===== src/rtl/packet_switch_dbg_cntr_rd.sv =====
// Packet switch debug event counters with atomic snapshot and a pipelined Avalon-MM read agent.
// Optional macro PKT_SW_DBG_CNTR_CLR_ON_SNAP_EN: each SNAP also clears live counters and sat_o.
module packet_switch_dbg_cntr_rd #(
  parameter int CNTR_WIDTH = 32,
  parameter int NUM_CNTR   = 8,
  parameter int ADDR_WIDTH = 8
) (
  input  logic                  clk,
  input  logic                  rst_n,
  input  logic [NUM_CNTR-1:0]   event_i,
  input  logic [ADDR_WIDTH-1:0] avmm_address,
  input  logic                  avmm_read,
  input  logic                  avmm_write,
  input  logic [31:0]           avmm_writedata,
  output logic [31:0]           avmm_readdata,
  output logic                  avmm_readdatavalid,
  output logic                  avmm_waitrequest,
  output logic [NUM_CNTR-1:0]   sat_o
);

  localparam logic [CNTR_WIDTH-1:0] CNT_MAX = '1;

  logic [CNTR_WIDTH-1:0] cnt  [NUM_CNTR];
  logic [CNTR_WIDTH-1:0] snap [NUM_CNTR];
  logic [NUM_CNTR-1:0]   sat;
  logic [15:0]           seq;
  logic                  freeze;
  logic                  wait_q;

  logic                  wr_ok;
  logic                  rd_ok;
  logic                  ctrl_wr;
  logic                  do_snap;
  logic                  do_clr;
  logic [NUM_CNTR-1:0]   inc;
  logic [31:0]           addr32;
  logic [31:0]           rd_mux;
  logic                  rd_v1;
  logic [31:0]           rd_d1;
  logic                  unused_wdata;

  assign wr_ok   = avmm_write & ~wait_q;
  assign rd_ok   = avmm_read & ~wait_q;
  assign ctrl_wr = wr_ok && (avmm_address == '0);
  assign do_snap = ctrl_wr & avmm_writedata[0];
`ifdef PKT_SW_DBG_CNTR_CLR_ON_SNAP_EN
  assign do_clr  = ctrl_wr & (avmm_writedata[1] | avmm_writedata[0]);
`else
  assign do_clr  = ctrl_wr & avmm_writedata[1];
`endif
  assign inc          = event_i & {NUM_CNTR{~freeze}};
  assign addr32       = 32'(avmm_address);
  assign unused_wdata = ^avmm_writedata[31:3];

  // Snapshot always sees the pre-update counter; a clear keeps a same-cycle event as count 1.
  always_ff @(posedge clk or negedge rst_n) begin
    if (!rst_n) begin
      // NOTE: counter and snapshot arrays are architecturally visible after reset, so they are reset, not left as RAM.
      for (int n = 0; n < NUM_CNTR; n++) begin
        cnt[n]  <= '0;
        snap[n] <= '0;
      end
      sat <= '0;
    end else begin
      for (int n = 0; n < NUM_CNTR; n++) begin
        if (do_snap) snap[n] <= cnt[n];
        if (do_clr) begin
          cnt[n] <= inc[n] ? CNTR_WIDTH'(1) : '0;
          sat[n] <= 1'b0;
        end else if (inc[n]) begin
          if (cnt[n] == CNT_MAX) sat[n] <= 1'b1;
          else                   cnt[n] <= cnt[n] + 1'b1;
        end
      end
    end
  end

  always_ff @(posedge clk or negedge rst_n) begin
    if (!rst_n) begin
      seq    <= '0;
      freeze <= 1'b0;
      wait_q <= 1'b1;
    end else begin
      wait_q <= 1'b0;
      if (do_snap) seq <= seq + 16'd1;
      if (ctrl_wr) freeze <= avmm_writedata[2];
    end
  end

  always_comb begin
    // NOTE: default first so every path assigns rd_mux and no latch is inferred.
    rd_mux = '0;
    case (addr32)
      32'h0:   rd_mux = {29'd0, freeze, 2'd0};
      32'h1:   rd_mux = {|sat, 15'd0, seq};
      32'h2:   rd_mux = {8'd0, 8'(CNTR_WIDTH), 16'(NUM_CNTR)};
      32'h3:   rd_mux = '0;
      default: begin
        for (int n = 0; n < NUM_CNTR; n++) begin
          if (addr32 == 32'(4 + n)) rd_mux = 32'(snap[n]);
        end
      end
    endcase
  end

  // Stage 1 captures the decoded word in the accept cycle, so a same-cycle write returns pre-write data.
  always_ff @(posedge clk or negedge rst_n) begin
    if (!rst_n) begin
      rd_v1              <= 1'b0;
      rd_d1              <= '0;
      avmm_readdatavalid <= 1'b0;
      avmm_readdata      <= '0;
    end else begin
      rd_v1              <= rd_ok;
      rd_d1              <= rd_ok ? rd_mux : '0;
      avmm_readdatavalid <= rd_v1;
      avmm_readdata      <= rd_v1 ? rd_d1 : '0;
    end
  end

  assign avmm_waitrequest = wait_q;
  assign sat_o            = sat;

endmodule


===== config.mk =====
export PLATFORM = sky130hd
export DESIGN_NAME = packet_switch_dbg_cntr_rd
export DESIGN_NICKNAME = d
export VERILOG_FILES = /design/src/rtl/packet_switch_dbg_cntr_rd.sv
export SDC_FILE = /design/constraint.sdc
export NUM_CORES = 1
export LEC_CHECK = 0
export CAP_MARGIN = 20
export CORE_UTILIZATION = 30
export DETAILED_ROUTE_END_ITERATION = 7
export GPL_ROUTABILITY_DRIVEN = 0
export SLEW_MARGIN = 20
export SYNTH_ARGS = -nofsm -noshare
export SYNTH_HDL_FRONTEND = slang
export SYNTH_SLANG_ARGS = --single-unit

===== constraint.sdc =====
create_clock -name clk -period 5.7 [get_ports clk]
set_clock_uncertainty 0.05 [all_clocks]
set_input_delay 1.71 -clock clk [delete_from_list [all_inputs] [get_ports clk]]
set_output_delay 1.71 -clock clk [all_outputs]
set_load 0.1 [all_outputs]

==> out/metrics.cfg, run 1 <==
[status]
status=finished clean

[final_layout]
multi_input_area_mm2=0.0131
area_delta_synth_final_pct=15.0
mostFrequentLayoutCells=nand2_1 (932), dfrtp_1 (603), a21oi_1 (195)
final_nets=3213
num-fill-cells=9686
layout_commonest_cell=nand2_1
regArea_mm2=0.0151
drive_gt1_frac=0.0816

[cts]
post_cts_buffers=0
clock_path_buffers=3
clkLatencyLatePin_ns=0.62
cts_root_buf=clkbuf_16
cts_buffers=67
cts_resized=0
cts_sinks=604
cts_tree=yes
cts_hold_buf=0
h-tree-depth=3
clk_pin_slew_ns=0.06

[global_route]
grt_pass1_wl_um=133000
gr-total-overflow=0
grt_max_degree=106
grt_usage=0.173
first_global_vias=22593
antenna_found_initial=0

[floorplanning]
num_rows=113
die_w_um=313
die_h_um=313
pin_count=94
initial_core_util=0.304
core_mm2=0.0954
dieArea_mm2=0.0981

[logic_synthesis]
synth_area_leaders=dfrtp_1 (52%), nand2_1 (12%), a21oi_1 (3.4%), or3_1 (2.6%), o21ai_0 (2.5%)
syn-num-nets=3200
ys_seq_elements=604
synthMuxAreaShare=0.0372
synth-seq-area-share=0.520
yosysWarnings=0
syn_area_mm2=0.0290
synth-xor-area-share=0.0172
async_flop_share=1.00
synth_compound_area_frac=0.123
synth_top_cell_by_area=dfrtp_1
synthSimpleGateAreaFrac=0.269
ys_types=81
synth-adder-area-share=0.00388
synth-edff-count=0
synth_top_family_by_area=simple AND/OR/NAND/NOR gates
synth.avg_cell_area_um2=9.25
ys_dominant_reg_cell=dfrtp_1
yosysTopAreaCellShare=0.519
synthCells=3139

[setup_path]
rr_worst_depth=6
max_stage_delay_ns=0.80
cp-start-kind=input pin
crit_type=input pin to flip-flop
critical_path_required_ns=6.11
crit_slowest_cell=or4_1
path_cells=clkdlybuf4s50_1 > or4_1 > nor3_4 > nand3_4 > buf_4 > nand2_1 > o21ai_0
arrival_ns=4.72
critPathMaxFanout=40
end_kind=flip-flop

[sta]
slew_headroom=0.296
setup_viol=0
min_period_over_period=0.756
clock.fmax_mhz=232
worstMarginPinSlew_ns=1.05
hold_viol=0
slew_violations=0
worst_slack_ns=1.39
min_period_ns=4.31
rsz0062_at_grt=false
setup_tns_ns=0

[worst_hold_path]
hp-class=flip-flop to flip-flop
holdPathStages=1

[detailed_routing]
vias=23858
wirelength_um=84900
antenna_left=0
first_pass_iters=5
routedWlPerCell_um=19.0
drt_iter0_markers=1974
vias_per_cell=5.34
drcViolationCount=0

[placed_design]
place_hpwl_um=59500
preCtsSetupSlack_ns=0.854
port_buffers=64

[job]
cap_violations=0

[power_and_ir_drop]
p_leak_uw=0.0146
peakVddDrop_mv=0.174
powerDensity_mw_per_mm2=290

critical path: cells and delay by family:
family | cells | cell delay, ns
AND/OR/NAND/NOR | 4 | 2.02
AO/OA/AOI/OAI | 1 | 0.08
buffers and inverters | 2 | 0.88
path summary, 6_finish.rpt:
path | startpoint | endpoint | slack, ns
min in group asynchronous | rst_n | cnt[167]$_DFFE_PN0P_ | 1.13
worst max-delay path | avmm_address[5] | snap[154]$_DFFE_PN0P_ | 1.39
worst min-delay path | rd_d1[17]$_DFF_PN0_ | avmm_readdata[17]$_DFF_PN0_ | 0.41
max in group asynchronous | rst_n | rd_d1[31]$_DFF_PN0_ | 3.37
worst min register to register | rd_d1[17]$_DFF_PN0_ | avmm_readdata[17]$_DFF_PN0_ | 0.41
worst max register to register | freeze$_DFFE_PN0P_ | cnt[95]$_DFFE_PN0P_ | 2.69
metal layers:
metal  vias to the layer above  track usage  part of all wire
li1                      11146            -                 -
met1                     11968        0.247              0.46
met2                       598        0.262              0.45
met3                       146       0.0283             0.053
met4                         0       0.0643             0.036
met5                         -            0                 0
report_power, final:
group,internal [uW],leakage (uW),switching (uW)
clock network,2540,0.00107,1820
registers,4460,0.00823,269
logic,221,0.00533,369
sequential cells by signal (all words and copies together) (netlist names):
register            flops
cnt                   256
snap                  256
rd_d1                  32
avmm_readdata          32
avmm_waitrequest        1
avmm_readdatavalid      1
sat_o                   8
freeze                  1
rd_v1                   1
seq                    16
final cells by class:
class,instances,share of cell area
clock inverter,23,0.00716
sequential,604,0.453
antenna,2,0.000150
clock buffer,94,0.0587
tap,1265,0.0474
timing repair buffer,119,0.0379
inverter,28,0.00315
multi-input combinational,2332,0.393
per-stage QoR:
stage	instance area (um^2)	instances	hold WS [ns]	util	power, uW
finish	33400	4467	0.406	0.350	9690
global route	33400	4465	0.413	0.350	10100
CTS	33300	4463	0.405	0.349	9780
detailed placement	31100	4346	0.389	0.326	5390
global placement	31100	4346	0.390	0.326	5380
floorplan	29000	3139	0.362	-	5100
synth_stat cells (9+ instances only):
| master | number |
|---|---|
| mux2_2 | 18 |
| o221ai_1 | 17 |
| a31oi_1 | 21 |
| nand2b_1 | 16 |
| xnor2_1 | 38 |
| o21ai_0 | 146 |
| nand4_1 | 64 |
| nor3_1 | 25 |
| and4_1 | 30 |
| or4_1 | 67 |
| nor2b_1 | 11 |
| nand3_1 | 107 |
| inv_1 | 28 |
| o211ai_1 | 34 |
| o2111ai_1 | 9 |
| clkbuf_1 | 109 |
| a22oi_1 | 14 |
| and3_1 | 37 |
| buf_2 | 55 |
| a211oi_1 | 9 |
| o31ai_1 | 45 |
| ha_1 | 9 |
| o21ai_1 | 14 |
| a221oi_1 | 9 |
| nor4_1 | 17 |
| mux2i_1 | 18 |
| and2_1 | 46 |
| nor2_1 | 103 |
| xor2_1 | 19 |
| mux4_2 | 31 |
| a21oi_1 | 195 |
| or3_1 | 123 |
| dfrtp_1 | 603 |
| nand2_1 | 932 |
cells by family (layout without fill, tap and decap cells):
logic type,after synthesis,count (layout)
xor gates and xnor gates,57,57
DFF,604,604
adders and majority gates,9,9
AOI/OAI and AO/OA,573,573
buffers and inverters,203,264
and+or+nand+nor,1625,1625
other,1,3
muxes,67,67
Power figures use the tool's default switching activity.
==> inputs of run 2 (changes only) <==
==> constraint.sdc (replaced) <==
create_clock -name clk -period 4 [get_ports clk]
set_clock_uncertainty 0.05 [all_clocks]
set_input_delay 1.2 -clock clk [delete_from_list [all_inputs] [get_ports clk]]
set_output_delay 1.2 -clock clk [all_outputs]
set_load 0.1 [all_outputs]
==> run 2 against run 1 <==
First-iteration DRC count is 14% higher. Count of clock-buffer cells in the layout is 3 lower. Total power is 43% higher. Register-to-register slack worse by 1.5 ns. Wire length is 0.65% higher. Sequential share of layout area is 0.54 points lower. Flip-flop and latch count stayed put. Sequential power is 43% higher. Worst hold slack worse by 0.0022 ns. Final cell count is 0.72% higher. Largest cell class unchanged.
==> out/metrics.cfg, run 2 (synthesized netlist as in run 1, its figures left out) <==
[status]
status=finished clean

[setup_path]
critPathMaxFanout=1
critical_path_required_ns=2.75
worst-path-buf-inv=1
arrival_ns=2.08
end_kind=output port
r2r_slack_ns=1.22
crit_slowest_cell=clkdlybuf4s50_1
r2r-end=cnt[48]$_DFFE_PN0P_
crit_family=buffers and inverters
crit_type=flip-flop to output port
cp-start-kind=flip-flop
path_cells=clkdlybuf4s50_1
rr_worst_depth=7
r2r_start=cnt[32]$_DFFE_PN0P_
max_stage_delay_ns=1.14

[sta]
slew_violations=0
setup_tns_ns=0
hold_ws_ns=0.404
min_period_over_period=0.832
worstMarginPinSlew_ns=0.990
setup_viol=0
hold_viol=0
slew_headroom=0.340
min_period_ns=3.33
worst_slack_ns=0.673
clock.fmax_mhz=301
rsz0062_at_grt=false

[power_and_ir_drop]
power.internal_uw=10400
p_clk_frac=0.453
seq_power_share=0.486
p_leak_uw=0.0149
powerDensity_mw_per_mm2=411
p_sw_frac=0.253
combPwrFrac=0.061
switchingPower_uw=3510
peakVddDrop_mv=0.250
finalPower_uw=13900

[final_layout]
layout_commonest_cell=nand2_1
antenna_cells=0
num-fill-cells=9752
reg_top3=cnt: 256 flops, snap: 256 flops
final_nets=3246
drive_gt1_frac=0.0968
fin_util=0.354
area_delta_synth_final_pct=16.3
mostFrequentLayoutCells=nand2_1 (932), dfrtp_1 (603), a21oi_1 (195)

[detailed_routing]
vias=23863
antenna_left=0
routedWlPerCell_um=19.0
first_pass_iters=5
wirelength_um=85500
drt_iter0_markers=2245
drcViolationCount=0
vias_per_cell=5.30

[worst_hold_path]
hp-class=flip-flop to flip-flop
hold_path_end=avmm_readdata[29]$_DFF_PN0_
holdCritStartpoint=rd_d1[29]$_DFF_PN0_
holdPathStages=1

[floorplanning]
initial_core_util=0.304
pin_count=94
dieArea_mm2=0.0981
num_rows=113
die_h_um=313
core_mm2=0.0954
die_w_um=313

[cts]
clkLatencyLatePin_ns=0.61
cts_sinks=604
cts_tree=yes
h-tree-depth=3
cts_resized=0
post_cts_buffers=0
cts_hold_buf=0
cts_buffers=66
clock_path_buffers=3
cts_root_buf=clkbuf_16
clk_pin_slew_ns=0.06

[global_route]
first_global_vias=22619
grt_max_degree=79
gr-total-overflow=0
grt_usage=0.173
antenna_found_initial=2
grt_pass1_wl_um=133000

[placed_design]
preCtsSetupSlack_ns=0.184
place_hpwl_um=61200
port_buffers=64

[job]
cap_violations=0

[run 2: power by group through the flow]
stage	Clock [uW]	Combinational [uW]	Sequential, uW
final	6280	854	6750
after global routing	6650	975	6790
after CTS	6400	862	6740
after detailed placement	0	858	6850
after global placement	0	833	6840
after floorplan	0	530	6740
[run 2: metal layers]
metal,part of all wire,wire length (um),GRT usage,vias up
li1,-,-,-,11204
met1,0.45,38900,0.246,11946
met2,0.46,39200,0.269,590
met3,0.060,5140,0.0314,123
met4,0.027,2310,0.0503,0
met5,0,0,0,-
[run 2: worst register-to-register path, delay by kind of cell, from the launching register on]
family | cells | cell delay [ns]
compound gates | 3 | 0.89
simple gates | 2 | 0.86
flops | 1 | 0.44
buf+inv | 1 | 0.24
fa+ha+maj | 1 | 0.22
[run 2: worst max path at each step]
stage                          endpoint  depth (start not counted)                        start
floorplan           cnt[64]$_DFFE_PN0P_                          7              avmm_address[0]
global placement    rd_d1[24]$_DFF_PN0_                          9              avmm_address[5]
detailed placement  rd_d1[30]$_DFF_PN0_                          9              avmm_address[5]
CTS                   avmm_readdata[23]                          1  avmm_readdata[23]$_DFF_PN0_
global route          avmm_readdata[23]                          1  avmm_readdata[23]$_DFF_PN0_
finish                avmm_readdata[23]                          1  avmm_readdata[23]$_DFF_PN0_
[run 2: area by class of cell]
class,count,area [um^2],share of cell area
tap,1265,1580,0.0468
timing repair buffer,153,1660,0.0492
clock buffer,91,1920,0.0567
inverter,28,105,0.00311
clock inverter,26,289,0.00855
sequential,604,15100,0.447
multi-input combinational,2332,13100,0.388
[run 2: stage by stage]
stage,cells,instance area (um^2)
after CTS,4498,33800
final,4499,33800
after detailed placement,4381,31600
after global routing,4499,33800
after global placement,4380,31500
after floorplan,3139,29000
==> inputs of run 3 (changes only) <==
==> constraint.sdc (replaced) <==
create_clock -name clk -period 3.33 [get_ports clk]
set_clock_uncertainty 0.05 [all_clocks]
set_input_delay 0.999 -clock clk [delete_from_list [all_inputs] [get_ports clk]]
set_output_delay 0.999 -clock clk [all_outputs]
set_load 0.1 [all_outputs]
==> run 3 against run 2 <==
Combinational power increased by 22%. Register-to-register slack worse by 0.57 ns. Sequential power rose by 20%. Critical path depth is 6 higher. Global-route usage grew 0.18 points. Total power increased by 22%. First-iteration DRC count down 9.6%. Setup slack worse by 0.32 ns. Die area unchanged. Largest cell class unchanged.
==> out/metrics.cfg, run 3 (synthesized netlist as in run 1, its figures left out) <==
[status]
status=finished clean

[global_route]
antenna_found_initial=0
gr-total-overflow=0
grt_pass1_wl_um=134000
grt_max_degree=116
first_global_vias=22809
grt_usage=0.175

[setup_path]
critPathMaxFanout=11
cp-startpoint=avmm_address[7]
crit_slowest_cell=nor3_1
crit_type=input pin to flip-flop
end_kind=flip-flop
r2r-end=cnt[172]$_DFFE_PN0P_
critical_path_required_ns=3.71
arrival_ns=3.36
max_stage_delay_ns=0.72
rr_worst_depth=6
path_cells=clkdlybuf4s50_1 > or4_1 > buf_4 > nor3_4 > nor2_1 > a21oi_1 > nor3_1
r2r_slack_ns=0.65
cp-start-kind=input pin
worst-path-buf-inv=2
r2r_start=cnt[165]$_DFFE_PN0P_
crit_family=simple AND/OR/NAND/NOR gates

[floorplanning]
die_w_um=313
dieArea_mm2=0.0981
initial_core_util=0.304
num_rows=113
die_h_um=313
pin_count=94
core_mm2=0.0954

[cts]
cts_sinks=604
cts_tree=yes
clock_path_buffers=3
clkLatencyLatePin_ns=0.62
cts_hold_buf=0
cts_root_buf=clkbuf_16
cts_resized=0
clk_pin_slew_ns=0.06
post_cts_buffers=0
cts_buffers=68
h-tree-depth=3

[final_layout]
final_nets=3308
drive_gt1_frac=0.121
antenna_cells=0
finalInstanceArea_mm2=0.0343
regArea_mm2=0.0151
mostFrequentLayoutCells=nand2_1 (932), dfrtp_1 (603), a21oi_1 (195)
num-fill-cells=9658
reg_top3=cnt: 256 flops, snap: 256 flops
multi_input_area_mm2=0.0131
area_delta_synth_final_pct=18.1
layout_commonest_cell=nand2_1

[detailed_routing]
antenna_left=0
wirelength_um=86100
vias=24141
routedWlPerCell_um=18.9
first_pass_iters=6
vias_per_cell=5.29
drt_iter0_markers=2029
drcViolationCount=0

[sta]
hold_viol=0
min_period_ns=2.98
rsz0062_at_grt=false
min_period_over_period=0.894
setup_viol=0
slew_headroom=0.324
worstMarginPinSlew_ns=1.01
clock.fmax_mhz=336
slew_violations=0

[placed_design]
port_buffers=64
place_hpwl_um=62700
post_dp_cell_area_mm2=0.0320

[power_and_ir_drop]
powerDensity_mw_per_mm2=494
p_clk_frac=0.461
peakVddDrop_mv=0.321
seq_power_share=0.478
power.internal_uw=12600
p_sw_frac=0.255
combPwrFrac=0.062
switchingPower_uw=4330
p_leak_uw=0.0153
finalPower_uw=17000

[job]
cap_violations=0

[worst_hold_path]
hp-class=input pin to async pin

run 3: how the worst max path moves through the flow:
stage | to | slack, ns | cells after the start
final | rd_d1[15]$_DFF_PN0_ | 0.35 | 7
after global routing | rd_d1[15]$_DFF_PN0_ | 0.38 | 7
after CTS | cnt[43]$_DFFE_PN0P_ | 0.50 | 6
after detailed placement | rd_d1[15]$_DFF_PN0_ | -0.17 | 7
after global placement | rd_d1[15]$_DFF_PN0_ | -0.17 | 7
after floorplan | cnt[64]$_DFFE_PN0P_ | 0.50 | 7
run 3: per-stage QoR:
step,setup slack [ns],hold WS (ns),cells,TNS [ns],utilization
4_1_cts,0.500,0.142,4561,0,0.359
6_report,0.354,0.157,4562,0,0.359
2_1_floorplan,0.496,0.362,3139,0,-
3_5_place_dp,-0.168,0.395,4441,-28.84,0.335
5_1_grt,0.375,0.145,4562,0,0.359
3_3_place_gp,-0.170,0.394,4440,-29.09,0.335
run 3: area by class of cell:
cell class	count	area share
Sequential cell	604	0.441
Multi-Input combinational cell	2332	0.382
Timing Repair Buffer	213	0.0606
Clock buffer	93	0.0564
Tap cell	1265	0.0461
Clock inverter	27	0.0107
Inverter	28	0.00306
run 3: layer usage:
layer	part of all wire	routed length, um	track usage
met2	0.46	39500	0.270
met4	0.030	2550	0.0540
met5	0	0	0
met1	0.46	39400	0.251
met3	0.054	4620	0.0282
run 3: power by group through the flow:
stage	registers [uW]	logic [uW]	clock network [uW]
floorplan	8090	637	0
global placement	8210	1020	0
detailed placement	8220	1050	0
CTS	8090	1060	7940
global route	8160	1190	8250
finish	8100	1040	7810
run 3: worst register-to-register path: stages (launching register included):
cell     delay, ns
dfrtp_1       0.49
nand4_4       0.18
or4_4         0.61
o31ai_1       0.81
buf_4         0.26
or3_1         0.10
a21oi_1       0.06
